[config.mk]
export PLATFORM = sky130hd
export DESIGN_NAME = fp_mul_seq_ctrl
export DESIGN_NICKNAME = d
export VERILOG_FILES = /design/src/rtl/fp_mul_pkg.sv /design/src/rtl/fp_sign_exp_calc.sv /design/src/rtl/fp_mul_seq_ctrl.sv
export SDC_FILE = /design/constraint.sdc
export NUM_CORES = 1
export LEC_CHECK = 0
export ABC_AREA = 1
export CAP_MARGIN = 15
export CORE_ASPECT_RATIO = 2
export CORE_MARGIN = 2
export CORE_UTILIZATION = 60
export CTS_CLUSTER_DIAMETER = 200
export CTS_CLUSTER_SIZE = 28
export DETAILED_ROUTE_END_ITERATION = 16
export GPL_TIMING_DRIVEN = 0
export HOLD_SLACK_MARGIN = 0.02
export PLACE_DENSITY = 0.82
export SYNTH_ARGS = -nofsm -noshare
export SYNTH_HDL_FRONTEND = slang
export SYNTH_SLANG_ARGS = --single-unit
[constraint.sdc]
create_clock -name clk -period 4.1 [get_ports clk]
set_clock_uncertainty 0.05 [all_clocks]
set_input_delay 0.41 -clock clk [delete_from_list [all_inputs] [get_ports clk]]
set_output_delay 0.41 -clock clk [all_outputs]
set_load 0.005 [all_outputs]
[src/rtl/fp_mul_pkg.sv]
// Shared types and default widths for the sequential FP32 twiddle multiplier.
package fp_mul_pkg;

    typedef enum logic [1:0] {
        IDLE,
        MUL,
        NORM,
        DONE
    } state_t;

    localparam int FP_EXP_W    = 8;
    localparam int FP_FRAC_W   = 23;
    localparam int FP_EXP_BIAS = 127;
    localparam int FP_EXP_INF  = (1 << FP_EXP_W) - 1;
    localparam int FP_MANT_W   = FP_FRAC_W + 1;
    localparam int FP_ACC_W    = 2 * FP_MANT_W;

endpackage

[src/rtl/fp_sign_exp_calc.sv]
// Result sign, signed biased exponent sum and zero-operand detect for one operand pair.
module fp_sign_exp_calc
    import fp_mul_pkg::*;
#(
    parameter int EXP_W    = FP_EXP_W,
    parameter int EXP_BIAS = FP_EXP_BIAS
) (
    input  logic                    sa,
    input  logic                    sb,
    input  logic [EXP_W-1:0]        ea,
    input  logic [EXP_W-1:0]        eb,
    output logic                    sign,
    output logic signed [EXP_W+1:0] exp_sum,
    output logic                    zero
);

    localparam logic signed [EXP_W+1:0] BIAS = (EXP_W + 2)'(EXP_BIAS);

    assign sign    = sa ^ sb;
    // Two guard bits hold both 2*max-bias and negative underflow values.
    assign exp_sum = $signed({2'b00, ea}) + $signed({2'b00, eb}) - BIAS;
    // Zero and denormal exponents both read as zero magnitude.
    assign zero    = (ea == '0) || (eb == '0);

endmodule

[src/rtl/fp_mul_seq_ctrl.sv]
// Sequential FP32 multiplier: shift-add mantissa product, truncating normaliser, valid/ready I/O.
module fp_mul_seq_ctrl
    import fp_mul_pkg::*;
#(
    parameter int EXP_W    = FP_EXP_W,
    parameter int FRAC_W   = FP_FRAC_W,
    parameter int EXP_BIAS = FP_EXP_BIAS
) (
    input  logic                    clk,
    input  logic                    rst_n,
    input  logic                    in_valid,
    output logic                    in_ready,
    input  logic [EXP_W+FRAC_W:0]   a,
    input  logic [EXP_W+FRAC_W:0]   b,
    output logic                    out_valid,
    input  logic                    out_ready,
    output logic [EXP_W+FRAC_W:0]   p,
    output logic                    ovf,
    output logic                    unf,
    output logic                    busy
);

    localparam int W      = 1 + EXP_W + FRAC_W;
    localparam int MANT_W = FRAC_W + 1;
    localparam int ACC_W  = 2 * MANT_W;
    localparam int CNT_W  = $clog2(MANT_W + 1);
    localparam int EW     = EXP_W + 2;
    localparam logic signed [EW-1:0] EXP_INF = EW'((1 << EXP_W) - 1);

    state_t state, state_nxt;

    logic                 sign_c, zero_c;
    logic signed [EW-1:0] exp_c;

    logic                 sign_r;
    logic signed [EW-1:0] exp_r;
    logic [MANT_W-1:0]    ma, mb;
    logic [ACC_W-1:0]     acc;
    logic [CNT_W-1:0]     cnt;
    logic [W-1:0]         p_r;
    logic                 ovf_r, unf_r, out_valid_r;

    logic signed [EW-1:0] exp_n;
    logic [FRAC_W-1:0]    frac_n;
    logic                 accept;

    fp_sign_exp_calc #(
        .EXP_W    (EXP_W),
        .EXP_BIAS (EXP_BIAS)
    ) u_sign_exp (
        .sa      (a[W-1]),
        .sb      (b[W-1]),
        .ea      (a[W-2 -: EXP_W]),
        .eb      (b[W-2 -: EXP_W]),
        .sign    (sign_c),
        .exp_sum (exp_c),
        .zero    (zero_c)
    );

    assign in_ready  = (state == IDLE);
    assign busy      = (state != IDLE);
    assign accept    = in_valid && in_ready;
    assign out_valid = out_valid_r;
    assign p         = p_r;
    assign ovf       = ovf_r;
    assign unf       = unf_r;

    always_ff @(posedge clk or negedge rst_n) begin
        if (!rst_n) state <= IDLE;
        else        state <= state_nxt;
    end

    always_comb begin
        state_nxt = state;
        case (state)
            IDLE:    if (accept) state_nxt = zero_c ? DONE : MUL;
            MUL:     if (cnt == CNT_W'(FRAC_W)) state_nxt = NORM;
            NORM:    state_nxt = DONE;
            DONE:    if (out_valid_r && out_ready) state_nxt = IDLE;
            default: state_nxt = IDLE;
        endcase
    end

    // Product of two 1.x mantissas lies in [1,4); bit ACC_W-1 marks the [2,4) case.
    always_comb begin
        exp_n  = exp_r;
        frac_n = acc[ACC_W-3 -: FRAC_W];
        if (acc[ACC_W-1]) begin
            exp_n  = exp_r + EW'(1);
            frac_n = acc[ACC_W-2 -: FRAC_W];
        end
    end

    always_ff @(posedge clk or negedge rst_n) begin
        if (!rst_n) begin
            sign_r      <= 1'b0;
            exp_r       <= '0;
            ma          <= '0;
            mb          <= '0;
            acc         <= '0;
            cnt         <= '0;
            p_r         <= '0;
            ovf_r       <= 1'b0;
            unf_r       <= 1'b0;
            out_valid_r <= 1'b0;
        end else begin
            case (state)
                IDLE: begin
                    if (accept) begin
                        sign_r <= sign_c;
                        exp_r  <= exp_c;
                        ma     <= {1'b1, a[FRAC_W-1:0]};
                        mb     <= {1'b1, b[FRAC_W-1:0]};
                        acc    <= '0;
                        cnt    <= '0;
                        if (zero_c) begin
                            p_r         <= {sign_c, {(W-1){1'b0}}};
                            ovf_r       <= 1'b0;
                            unf_r       <= 1'b0;
                            out_valid_r <= 1'b1;
                        end
                    end
                end
                MUL: begin
                    if (mb[0]) acc <= acc + (ACC_W'(ma) << cnt);
                    mb  <= mb >> 1;
                    cnt <= cnt + CNT_W'(1);
                end
                NORM: begin
                    out_valid_r <= 1'b1;
                    if (exp_n >= EXP_INF) begin
                        p_r   <= {sign_r, {EXP_W{1'b1}}, {FRAC_W{1'b0}}};
                        ovf_r <= 1'b1;
                        unf_r <= 1'b0;
                    end else if (exp_n <= EW'(0)) begin
                        p_r   <= {sign_r, {(W-1){1'b0}}};
                        ovf_r <= 1'b0;
                        unf_r <= 1'b1;
                    end else begin
                        p_r   <= {sign_r, exp_n[EXP_W-1:0], frac_n};
                        ovf_r <= 1'b0;
                        unf_r <= 1'b0;
                    end
                end
                DONE: begin
                    if (out_valid_r && out_ready) out_valid_r <= 1'b0;
                end
                default: ;
            endcase
        end
    end

endmodule

==> key figures <==
Outcome
  • Status: completed

Yosys
  • EDFF count, synth: 0
  • Unique masters post-synth: 47
  • Mapped Area: 12600 um^2
  • Post-synthesis sequential area ratio: 0.296
  • Ys flop type: dfrtp_1
  • Post-Syn Instances: 2044
  • Area leader, netlist: dfrtp_1
  • Top cells by area, synth: dfrtp_1 30%, nand2_1 24%, inv_1 7.1%, ha_1 6.2%, nor2_1 6.0%
  • FF+latch count, synth: 149
  • Syn Area/Cell: 6.17 um^2
  • Net Count, Synth: 2177
  • Yosys top cell area share: 0.296
  • Asr flop ratio synth: 1.00
  • Yosys warns: 0

Drt
  • DR vias: 14273
  • Routed length per instance: 19.5 um
  • DRT Pass-1 Iters: 8
  • Via density: 5.82
  • DRT antenna net count: 0
  • WL final: 47900 um
  • Initial DRC Count: 1024
  • Drc violations: 0

GRT
  • Largest net degree at the start of global routing: 96
  • GR Util All Layers: 0.439
  • Layer with the highest usage: met2
  • Met3 global-route usage: 0.102
  • Initial antenna violation count: 0
  • Grt total ovfl: 0
  • First-pass GRT wire length: 74400 um
  • Met2 Use GR: 0.778
  • Vias in the first global route: 14654
  • Met1 Resource Use GR: 0.392

Pwr
  • Leak pwr: 7.70 nW
  • Final total power: 11.1 mW
  • Worst VDD drop: 0.000598 V
  • Power density over the cells: 753 nW/um^2

Clock tree
  • CTS tree: done
  • Sinks on Clock Net: 149
  • H-Tree Level Count: 4
  • CTS Buffer Depth: 2
  • Total CTS buffers: 17
  • Clock root buffer: clkbuf_16
  • Clock latency at the later pin of the worst-skew pair: 0.46 ns
  • Reg clk slew, reported paths: 0.07 ns

Worst setup path
  • CP Data Required Time: 4.40 ns
  • Setup CP Type: flop to flop
  • Top delay family on crit path: simple AND/OR/NAND/NOR gates
  • CP Buf/Inv Count: 5
  • WP data arrival: 4.23 ns
  • Reg-to-Reg Start: cnt[0]
  • Most used cell, CP: nand2_1
  • Critical Path Start Type: flop
  • Worst setup EP type: flop
  • Worst path cell trace: buf_4 -> inv_4 -> buf_2 -> nand2_1 -> o21ai_0 -> nand2_1 -> o21ai_0 -> nand2_1 -> o21ai_1 -> o21ai_1 -> o21ai_2 -> ha_1 -> nand2_1 -> inv_1 -> nand2_1 -> nor2_1 -> inv_1 -> nor2_1 -> nand2_1 -> nand3b_1 -> nand3_1 -> nand2_1
  • CP max stage cell: dfrtp_1
  • Slowest stage delay, CP: 0.39 ns
  • CP Launch Point: cnt[0]
  • Max FO, Critical Path: 10

STA
  • Fin. Hold Viols: 0
  • Worst setup margin: 0.177 ns
  • RSZ-0062 raised after global routing: true
  • Peak Freq: 255 MHz
  • Max Slew Vio Count: 0
  • Setup-failing EPs final: 0
  • Period minus WS final: 3.92 ns
  • Rel. slew slack: 0.334
  • Final TNS setup: 0 ns
  • Tightest Pin Transition: 0.999 ns
  • Final period utilization: 0.957

Die
  • Chip width: 107 um
  • Die Y: 209 um
  • Initial Utilization: 0.606
  • Die area: 22300 um^2
  • Core Area: 20800 um^2
  • # IOs: 105
  • FP Rows: 75

Finish
  • Fillers: 1782
  • Final net count: 2305
  • ANT cells: 0
  • Area Overhead vs Synth: 16.6%
  • Layout cells sized above 1: 0.0636

Place
  • DP HPWL: 37500 um
  • Place WS: -0.0716 ns
  • Count of input and output buffers: 104
  • RePlAce Congestion: 1.13

Job
  • Max-Cap Viols: 0

Min path
  • Hold Crit Class: primary input to asynchronous set/reset pin
-- sequential cells by signal (all words and copies together) (netlist names) --
name	count
unf	1
exp_r	10
sign_r	1
acc	48
cnt	5
state	2
ma	24
p	32
mb	24
ovf	1
out_valid	1
-- placed cells by master, fill, tap and decap left out, types with 7 or more instances in the layout --
cell type | Yosys | layout
or2_2 | 13 | 13
nand3b_1 | 9 | 9
dfrtp_1 | 149 | 149
nand2_1 | 805 | 802
inv_1 | 240 | 240
mux2i_1 | 11 | 9
nand3_2 | 20 | 23
clkdlybuf4s50_1 | 0 | 103
nor2_1 | 201 | 191
o21ai_1 | 14 | 31
o21ai_0 | 103 | 80
nand3_1 | 122 | 119
ha_1 | 63 | 63
o21ai_2 | 1 | 7
nor2_2 | 2 | 9
nand2_2 | 8 | 11
nor3_1 | 14 | 14
nand4_1 | 19 | 19
clkbuf_1 | 46 | 48
buf_2 | 15 | 15
a211oi_1 | 23 | 23
a21oi_1 | 59 | 59
buf_6 | 6 | 7
and2_1 | 9 | 8
o22ai_1 | 12 | 12
clkbuf_16 | 0 | 17
a31oi_1 | 27 | 26
-- cells in the mapped netlist, types with 5 or more instances --
| master | number |
|---|---|
| nand3b_1 | 9 |
| clkbuf_1 | 46 |
| and2_1 | 9 |
| nand2_2 | 8 |
| a211oi_1 | 23 |
| o21ai_0 | 103 |
| buf_6 | 6 |
| ha_1 | 63 |
| o21ai_1 | 14 |
| o21bai_1 | 5 |
| buf_2 | 15 |
| nand3_2 | 20 |
| xnor2_1 | 6 |
| a32o_1 | 6 |
| inv_1 | 240 |
| o22ai_1 | 12 |
| nor3_1 | 14 |
| nand3_1 | 122 |
| nand2_1 | 805 |
| a21oi_1 | 59 |
| dfrtp_1 | 149 |
| or2_2 | 13 |
| a31oi_1 | 27 |
| inv_2 | 5 |
| mux2i_1 | 11 |
| nor2_1 | 201 |
| nand4_1 | 19 |
-- metrics by stage --
step                      instance area (um^2)  utilization  cells  hold WS [ns]
final                                    14700        0.706   2454         0.427
after CTS                                14600        0.700   2451         0.437
after global placement                   14000        0.672   2417         0.412
after global routing                     14700        0.706   2454         0.453
after floorplan                          12600            -   2044        0.0644
after detailed placement                 14000        0.673   2418         0.377
-- cell families (layout without fill, tap and decap cells) --
family	count (synthesis)	count (layout)	synth area share
flip-flops	149	149	0.296
buffers and inverters	320	461	0.101
multiplexers	11	11	0.00873
AND/OR/NAND/NOR	1231	1231	0.406
XOR/XNOR	9	9	0.00625
AO/OA/AOI/OAI	259	259	0.117
adder cells (fa/ha/maj)	65	65	0.0657
-- layout make-up --
cell class / instances / area, um^2 / share of cell area
plain buffers: 72 / 345 / 0.0235
clock buffers: 22 / 454 / 0.0309
clock inverters: 10 / 97.6 / 0.00663
inverters: 248 / 933 / 0.0635
multi-input cells: 1575 / 7710 / 0.524
flip-flops and latches: 149 / 3730 / 0.253
well taps: 269 / 337 / 0.0229
repair buffers: 109 / 1100 / 0.0749
-- worst register-to-register path, delay by kind of cell (launching register included) --
family / cells / cell delay (ns)
and+or+nand+nor: 11 / 1.25
AOI/OAI and AO/OA: 5 / 0.98
adders and majority gates: 1 / 0.33
DFF: 1 / 0.39
buffers and inverters: 5 / 0.83
-- worst paths after layout --
path                                end  slack, ns  cells after the start
worst min-delay path            acc[41]       0.43                      2
max in group asynchronous         mb[9]       2.66                      3
worst max register to register  acc[32]       0.18                     22
worst max-delay path            acc[32]       0.18                     22
worst min register to register     p[7]       0.44                      2
min in group clk                   p[7]       0.44                      2
-- power by group --
group          leakage [nW]  internal, mW  switching [mW]
clock network         0.261         0.853           0.701
logic                  5.52          2.21            4.95
registers              1.91          1.96           0.403
-- per-layer routing --
metal  vias to the layer above  share of wire
met2                       652           0.51
met5                         -              0
met3                       291          0.062
li1                       6755              -
met4                         0           0.12
met1                      6575           0.31
-- what timing repair did --
item,4_1_cts,5_1_grt
endpoints found under the hold margin,54,0
setup endpoints to repair,2,33
hold buffers,1,0
resized for setup,2,55
pin swaps,0,6
cloned,0,0
setup buffers,0,3
Note: power is estimated with default switching activity, not from simulation.
